$ cat config.mk
export PLATFORM = sky130hd
export DESIGN_NAME = id_ex_stage
export DESIGN_NICKNAME = d
export VERILOG_FILES = /design/src/rtl/RISCV_pkg.sv /design/src/rtl/wb_bypass_mux.sv /design/src/rtl/id_ex_stage.sv
export SDC_FILE = /design/constraint.sdc
export NUM_CORES = 1
export LEC_CHECK = 0
export CAP_MARGIN = 30
export CELL_PAD_IN_SITES_DETAIL_PLACEMENT = 0
export CELL_PAD_IN_SITES_GLOBAL_PLACEMENT = 1
export CORE_UTILIZATION = 25
export CTS_CLUSTER_DIAMETER = 200
export DETAILED_ROUTE_END_ITERATION = 12
export MAX_ROUTING_LAYER = met4
export PLACE_DENSITY_LB_ADDON = 0.1
export SYNTH_ARGS = -nofsm -noshare
export SYNTH_HDL_FRONTEND = slang
export SYNTH_HIERARCHICAL = 1
export SYNTH_SLANG_ARGS = --single-unit
$ cat constraint.sdc
create_clock -name clk -period 7.33 [get_ports clk]
set_input_delay 0.733 -clock clk [delete_from_list [all_inputs] [get_ports clk]]
set_output_delay 0.733 -clock clk [all_outputs]
set_load 0.01 [all_outputs]
$ cat src/rtl/RISCV_pkg.sv
// Shared RV32I pipeline types: datapath word, decoded control bundle
// and the ID/EX payload. Consumed by the ID/EX stage and its bypass mux.
package RISCV_pkg;

  localparam int XLEN = 32;

  typedef logic [XLEN-1:0] word_t;
  typedef logic [4:0]      reg_idx_t;

  typedef enum logic [3:0] {
    ALU_ADD  = 4'd0,
    ALU_SUB  = 4'd1,
    ALU_SLL  = 4'd2,
    ALU_SLT  = 4'd3,
    ALU_SLTU = 4'd4,
    ALU_XOR  = 4'd5,
    ALU_SRL  = 4'd6,
    ALU_SRA  = 4'd7,
    ALU_OR   = 4'd8,
    ALU_AND  = 4'd9,
    ALU_LUI  = 4'd10
  } alu_op_e;

  typedef enum logic [1:0] {
    WB_ALU = 2'd0,
    WB_MEM = 2'd1,
    WB_PC4 = 2'd2,
    WB_IMM = 2'd3
  } wb_sel_e;

  typedef struct packed {
    alu_op_e alu_op;
    logic    alu_src;
    logic    mem_rd;
    logic    mem_wr;
    logic    reg_wr;
    wb_sel_e wb_sel;
    logic    branch;
    logic    jump;
  } ctrl_t;

  localparam ctrl_t CTRL_NOP = ctrl_t'('0);

  typedef struct packed {
    logic     valid;
    word_t    pc;
    reg_idx_t rs1;
    reg_idx_t rs2;
    reg_idx_t rd;
    word_t    op1;
    word_t    op2;
    word_t    imm;
    ctrl_t    ctrl;
  } id_ex_t;

  // All-zero payload: invalid, NOP control, x0 indices, zero data.
  localparam id_ex_t ID_EX_BUBBLE = id_ex_t'('0);

  // x0 is hard-wired, so a WB write to it must never be forwarded.
  function automatic logic wb_hit(
    input reg_idx_t rs,
    input logic     we,
    input reg_idx_t rd
  );
    return we && (rd != '0) && (rd == rs);
  endfunction

endpackage

$ cat src/rtl/wb_bypass_mux.sv
// Operand select between register-file read data and the WB write data.
// Forwarding is compiled in only when ID_EX_WB_BYPASS_EN is defined.
module wb_bypass_mux
  import RISCV_pkg::*;
(
  input  reg_idx_t rs,
  input  word_t    rf_data,
  input  logic     wb_we,
  input  reg_idx_t wb_rd,
  input  word_t    wb_data,
  output word_t    op
);

`ifdef ID_EX_WB_BYPASS_EN
  assign op = wb_hit(rs, wb_we, wb_rd) ? wb_data : rf_data;
`else
  // Hazard unit stalls on the WB->ID dependency instead.
  logic unused_wb;
  assign unused_wb = ^{rs, wb_we, wb_rd, wb_data};
  assign op = rf_data;
`endif

endmodule

$ cat src/rtl/id_ex_stage.sv
// ID/EX pipeline register with stall, flush and saturating bubble count.
// Optional WB->ID operand bypass enabled by ID_EX_WB_BYPASS_EN.
module id_ex_stage
  import RISCV_pkg::*;
#(
  parameter int XLEN  = 32,
  parameter int CNT_W = 16
) (
  input  logic             clk,
  input  logic             rst,
  input  logic             id_valid,
  input  logic [XLEN-1:0]  id_pc,
  input  logic [4:0]       id_rs1,
  input  logic [4:0]       id_rs2,
  input  logic [4:0]       id_rd,
  input  logic [XLEN-1:0]  id_imm,
  input  ctrl_t            id_ctrl,
  input  logic [XLEN-1:0]  rf_rd1,
  input  logic [XLEN-1:0]  rf_rd2,
  input  logic             wb_we,
  input  logic [4:0]       wb_rd,
  input  logic [XLEN-1:0]  wb_data,
  input  logic             stall,
  input  logic             flush,
  output logic             ex_valid,
  output logic [XLEN-1:0]  ex_pc,
  output logic [4:0]       ex_rs1,
  output logic [4:0]       ex_rs2,
  output logic [4:0]       ex_rd,
  output logic [XLEN-1:0]  ex_op1,
  output logic [XLEN-1:0]  ex_op2,
  output logic [XLEN-1:0]  ex_imm,
  output ctrl_t            ex_ctrl,
  output logic [CNT_W-1:0] bubble_cnt
);

  word_t op1;
  word_t op2;

  wb_bypass_mux u_byp1 (
    .rs      (id_rs1),
    .rf_data (rf_rd1),
    .wb_we   (wb_we),
    .wb_rd   (wb_rd),
    .wb_data (wb_data),
    .op      (op1)
  );

  wb_bypass_mux u_byp2 (
    .rs      (id_rs2),
    .rf_data (rf_rd2),
    .wb_we   (wb_we),
    .wb_rd   (wb_rd),
    .wb_data (wb_data),
    .op      (op2)
  );

  id_ex_t           pipe_q, pipe_d, load_d;
  logic [CNT_W-1:0] cnt_q, cnt_d;

  always_comb begin
    load_d.valid = id_valid;
    load_d.pc    = id_pc;
    load_d.rs1   = id_rs1;
    load_d.rs2   = id_rs2;
    load_d.rd    = id_valid ? id_rd : '0;
    load_d.op1   = op1;
    load_d.op2   = op2;
    load_d.imm   = id_imm;
    load_d.ctrl  = id_valid ? id_ctrl : CTRL_NOP;
  end

  // Flush wins over stall so a redirect is never lost.
  always_comb begin
    pipe_d = pipe_q;
    cnt_d  = cnt_q;
    if (flush) begin
      pipe_d = ID_EX_BUBBLE;
      if (!(&cnt_q))
        cnt_d = cnt_q + CNT_W'(1);
    end else if (!stall) begin
      pipe_d = load_d;
    end
  end

  always_ff @(posedge clk or posedge rst) begin
    if (rst) begin
      pipe_q <= ID_EX_BUBBLE;
      cnt_q  <= '0;
    end else begin
      pipe_q <= pipe_d;
      cnt_q  <= cnt_d;
    end
  end

  assign ex_valid   = pipe_q.valid;
  assign ex_pc      = pipe_q.pc;
  assign ex_rs1     = pipe_q.rs1;
  assign ex_rs2     = pipe_q.rs2;
  assign ex_rd      = pipe_q.rd;
  assign ex_op1     = pipe_q.op1;
  assign ex_op2     = pipe_q.op2;
  assign ex_imm     = pipe_q.imm;
  assign ex_ctrl    = pipe_q.ctrl;
  assign bubble_cnt = cnt_q;

endmodule

Yosys cells after proc, flatten, opt, wreduce, memory -nomap -nowiden
Index checks and enable logic that the tools add are counted.
Widths: inputs -> output; s select.
Storage, ports and cells
  output and inout port bits: 172
  bits in registers: 172
  logic and storage cells: 26
  input bits: 198
Operators by class
  add/sub/neg operators: 1
  multiplexer cells: 4
  reductions and logical operators: 2
  bitwise logic cells: 1
  eq/ne operators: 1
Operators by type and width (count)
  $mux 156: 2
  $add 16x1->16 const B: 1
  $reduce_and 16->1: 1
  $mux 12: 1
  $mux 5: 1
  $ne 2x1->1 const B: 1
  $reduce_and 2->1: 1
  $not 1->1: 1

Longest topological paths before layout
  depth in word-level cells: 3
  gate-level depth with buffers: 5
  gate-level depth less buffers: 5

Cells and area by module
Netlist, hierarchy kept.
By module, submodules not included
  id_ex_stage: instances 1, cells an instance 561, area each 6949.2 sq um
  wb_bypass_mux: instances 2, cells an instance 32, area each 240.2 sq um

Worst setup path after synthesis
No wires, ideal clock.
  path type: input to register
  from: input port stall
  to: register pipe_q, in the netlist ex_op2[10]
  path slack: 5.517 ns
  data required time: 7.198 ns
  cell stages on the path: 5
  arrival time: 1.681 ns
  path through: clkbuf_1 buf_2 buf_2 mux2i_1 nor2_1
Between the ends
  longest elaborated chain between the ends: 1
Ends and longest elaborated chain
  start, declared: line id_ex_stage.sv:23  | input logic stall,
  $ne 2x1->1 (no line)
  end signal, assigned: line id_ex_stage.sv:91  | pipe_q <= pipe_d;
  end, declared: line id_ex_stage.sv:58  | id_ex_t pipe_q, pipe_d, load_d;
No other way between the ends.
A chain may end at the register's enable or synchronous reset.

Worst setup path in the final report
  from: input port stall
  to: register pipe_q, in the netlist ex_op1[0]
Same word-level chain as after synthesis.

==> flow_summary.toml <==
[finish]
final_common_cell = "clkdlybuf4s50_1"
final_nets = 1084
areaGrowthSynthToFinish_pct = 52.4
final_cell_mix = "clkdlybuf4s50_1 (329), dfrtp_1 (172), nor2_1 (146)"
fill_cells = 2834
fin_cells = 1283
final_layout_size_suffix_gt1_share_pct = 5.90

[sta]
final.setup.tns_ps = 0
max_slew_margin_pct = 41.1
period_minus_slack_ps = 2370
finalCritPeriodShare_pct = 32.3
hold_viol_final = 0
fmax_mhz = 423
tightest_slew_ps = 883
final_max_slew_viol_count = 0
skew_ps = 11.1
finalSetupViolations = 0
rsz0062_at_grt = "false"
fin_ws_ps = 4960

[clock_network]
root_buffer = "clkbuf_16"
ctsResizeCount = 0
cts_tree = "done"
cts-buffers-inserted = 17
path_clk_slew_ps = 70
h-tree-depth = 4
clock_sinks = 172
clk_latency_ps = 430
cts_hold_buf = 0
post-cts-setup-buffer-count = 0
cts_buffer_depth = 2

[power_and_ir_drop]
p_comb_share_pct = 18.7
seqPwrFrac_pct = 44.4
powerDensity_nw_per_um2 = 213
clkPwrFrac_pct = 37.0
ir_worst_vdd_mv = 0.132
p_int_mw = 1.74
p_leak_nw = 5.21
p_sw_share_pct = 28.1
switching_power_mw = 0.679

[critical_path]
worst-r2r-setup-slack_ps = 5540
worstPathCellList = "clkbuf_8, buf_4, buf_16, mux2i_1, nor2_1"
crit_arrival_ps = 2660
startpoint_type = "input port"
rr_worst_depth = 3
crit_type = "in2reg"
cp_max_fo = 77
cp.required_ps = 7630
critPathSlowestCell = "clkbuf_8"
max_stage_delay_ps = 570
endpoint_kind = "flip-flop"

[yosys]
netlist_instances = 625
synth_top_area_share_pct = 57.9
yosys_warnings = 6
synth_area_um2 = 7430
synth_area_leader_cell = "dfrtp_1"
synth_cell_types = 30
ys_seq_area_share_pct = 57.9
synth_area_per_cell_um2 = 11.9
ys_seq_elements = 172
ys_top_cells_by_area = "dfrtp_1 (58%), mux2i_1 (19%), nor2_1 (7.4%)"
syn_nets = 824

[routing]
final_antenna_net_count = 0
dr.pass1.iters = 4
drt_iter0_drc = 198
wirelength_mm = 21.7
avgRoutedWirePerCell_um = 16.9
drc = 0
num_vias = 5454
via_per_inst = 4.25

[floorplan]
dieArea_um2 = 30400
io_pins = 370
die_x_um = 174
placeableCoreArea_um2 = 28900
initial_core_util_pct = 25.7
die_h_um = 174
rows = 62

[placed_design]
post-place-ws_ps = 4340
place_inst = 1247
gp_congestion = 0.769
hpwl_mm = 15.1
numPortBuffers = 331

[run_status]
status = "finished, final reports clean"

[hold_path]
holdPathStages = 1
hold_path_class = "reg2reg"

[flow_run]
maxCapViolCount = 0

[grt]
grt_pass1_vias = 5918
track_usage_pct = 15.0
grt_pass1_wl_mm = 34.2
antenna_found_initial = 1
grt_overflow = 0
grt_max_degree = 103
-- final timing paths --
kind	start	endpoint
max in group asynchronous	rst	ex_ctrl[2]$_DFFE_PP0P_
min in group asynchronous	rst	ex_op1[25]$_DFFE_PP0P_
setup reg to reg	bubble_cnt[13]$_DFFE_PP0P_	bubble_cnt[1]$_DFFE_PP0P_
hold reg to reg	ex_valid$_DFFE_PP0P_	ex_valid$_DFFE_PP0P_
setup / recovery	stall	ex_op1[0]$_DFFE_PP0P_
hold / removal	ex_valid$_DFFE_PP0P_	ex_valid$_DFFE_PP0P_
-- routing by layer --
metal | global-route usage (%) | wire length, um | up-vias
met5 | - | 0 | -
met4 | 4.64 | 346 | 0
met3 | 5.56 | 1870 | 20
met2 | 23.7 | 10600 | 216
met1 | 17.5 | 8850 | 2662
li1 | - | - | 2556
-- power groups by stage --
stage	registers, mW	logic (mW)	clock network (mW)
2_1_floorplan	1.11	0.178	0
4_1_cts	1.07	0.457	0.929
3_5_place_dp	1.09	0.455	0
3_3_place_gp	1.09	0.450	0
5_1_grt	1.08	0.489	0.958
6_report	1.07	0.451	0.893
-- layout make-up --
| cell class | count | area [um^2] | share of cell area [%] |
|---|---|---|---|
| clock inverters | 14 | 130 | 1.15 |
| repair buffers | 340 | 3470 | 30.6 |
| clock buffers | 18 | 439 | 3.88 |
| inverters | 1 | 8.76 | 0.0774 |
| multi-input cells | 353 | 2490 | 22.0 |
| well taps | 384 | 480 | 4.24 |
| flip-flops and latches | 172 | 4300 | 38.0 |
| diodes | 1 | 2.50 | 0.0221 |
-- worst max-delay path: cells and delay by family --
kind | cells | cell delay [ps]
buffers and inverters | 3 | 1400
muxes | 1 | 270
and+or+nand+nor | 1 | 70
-- cells in the mapped netlist (all sizes together) --
library cell  count
dfrtp           172
nor2            146
mux2i           139
buf              85
a22o             17
clkbuf           14
xor2              8
nand2             7
nand4             7
nor3              5
a21oi             4
nand3             3
mux2              2
nor4              2
o21a              2
o41ai             2
a21o              1
and2              1
and4              1
ha                1
inv               1
nand3b            1
nor2b             1
nor3b             1
or2               1
xnor2             1
-- logic make-up (layout without fill, tap and decap cells) --
| kind of cell | Yosys count | after routing | share of synthesized area, % |
|---|---|---|---|
| and+or+nand+nor | 176 | 176 | 10.1 |
| DFF | 172 | 172 | 57.9 |
| muxes | 141 | 141 | 19.0 |
| buffers and inverters | 100 | 373 | 8.57 |
| AOI/OAI and AO/OA | 26 | 26 | 3.17 |
| xor gates and xnor gates | 9 | 9 | 1.06 |
| adders and majority gates | 1 | 1 | 0.168 |
| other | 0 | 1 | 0 |
-- sequential cells by signal, indices dropped and copies added, names as in the netlist --
register	flops
bubble_cnt	16
ex_ctrl	12
ex_imm	32
ex_op1	32
ex_op2	32
ex_pc	32
ex_rd	5
ex_rs1	5
ex_rs2	5
ex_valid	1
-- stage by stage --
stage | total power, mW | area (um^2) | hold WS [ps] | util [%]
floorplan | 1.29 | 7430 | 518 | -
global placement | 1.54 | 10600 | 465 | 36.7
detailed placement | 1.55 | 10700 | 470 | 36.9
CTS | 2.46 | 11200 | 492 | 38.8
global route | 2.53 | 11300 | 517 | 39.1
finish | 2.41 | 11300 | 481 | 39.1
Note: power is estimated with default switching activity, not from simulation.
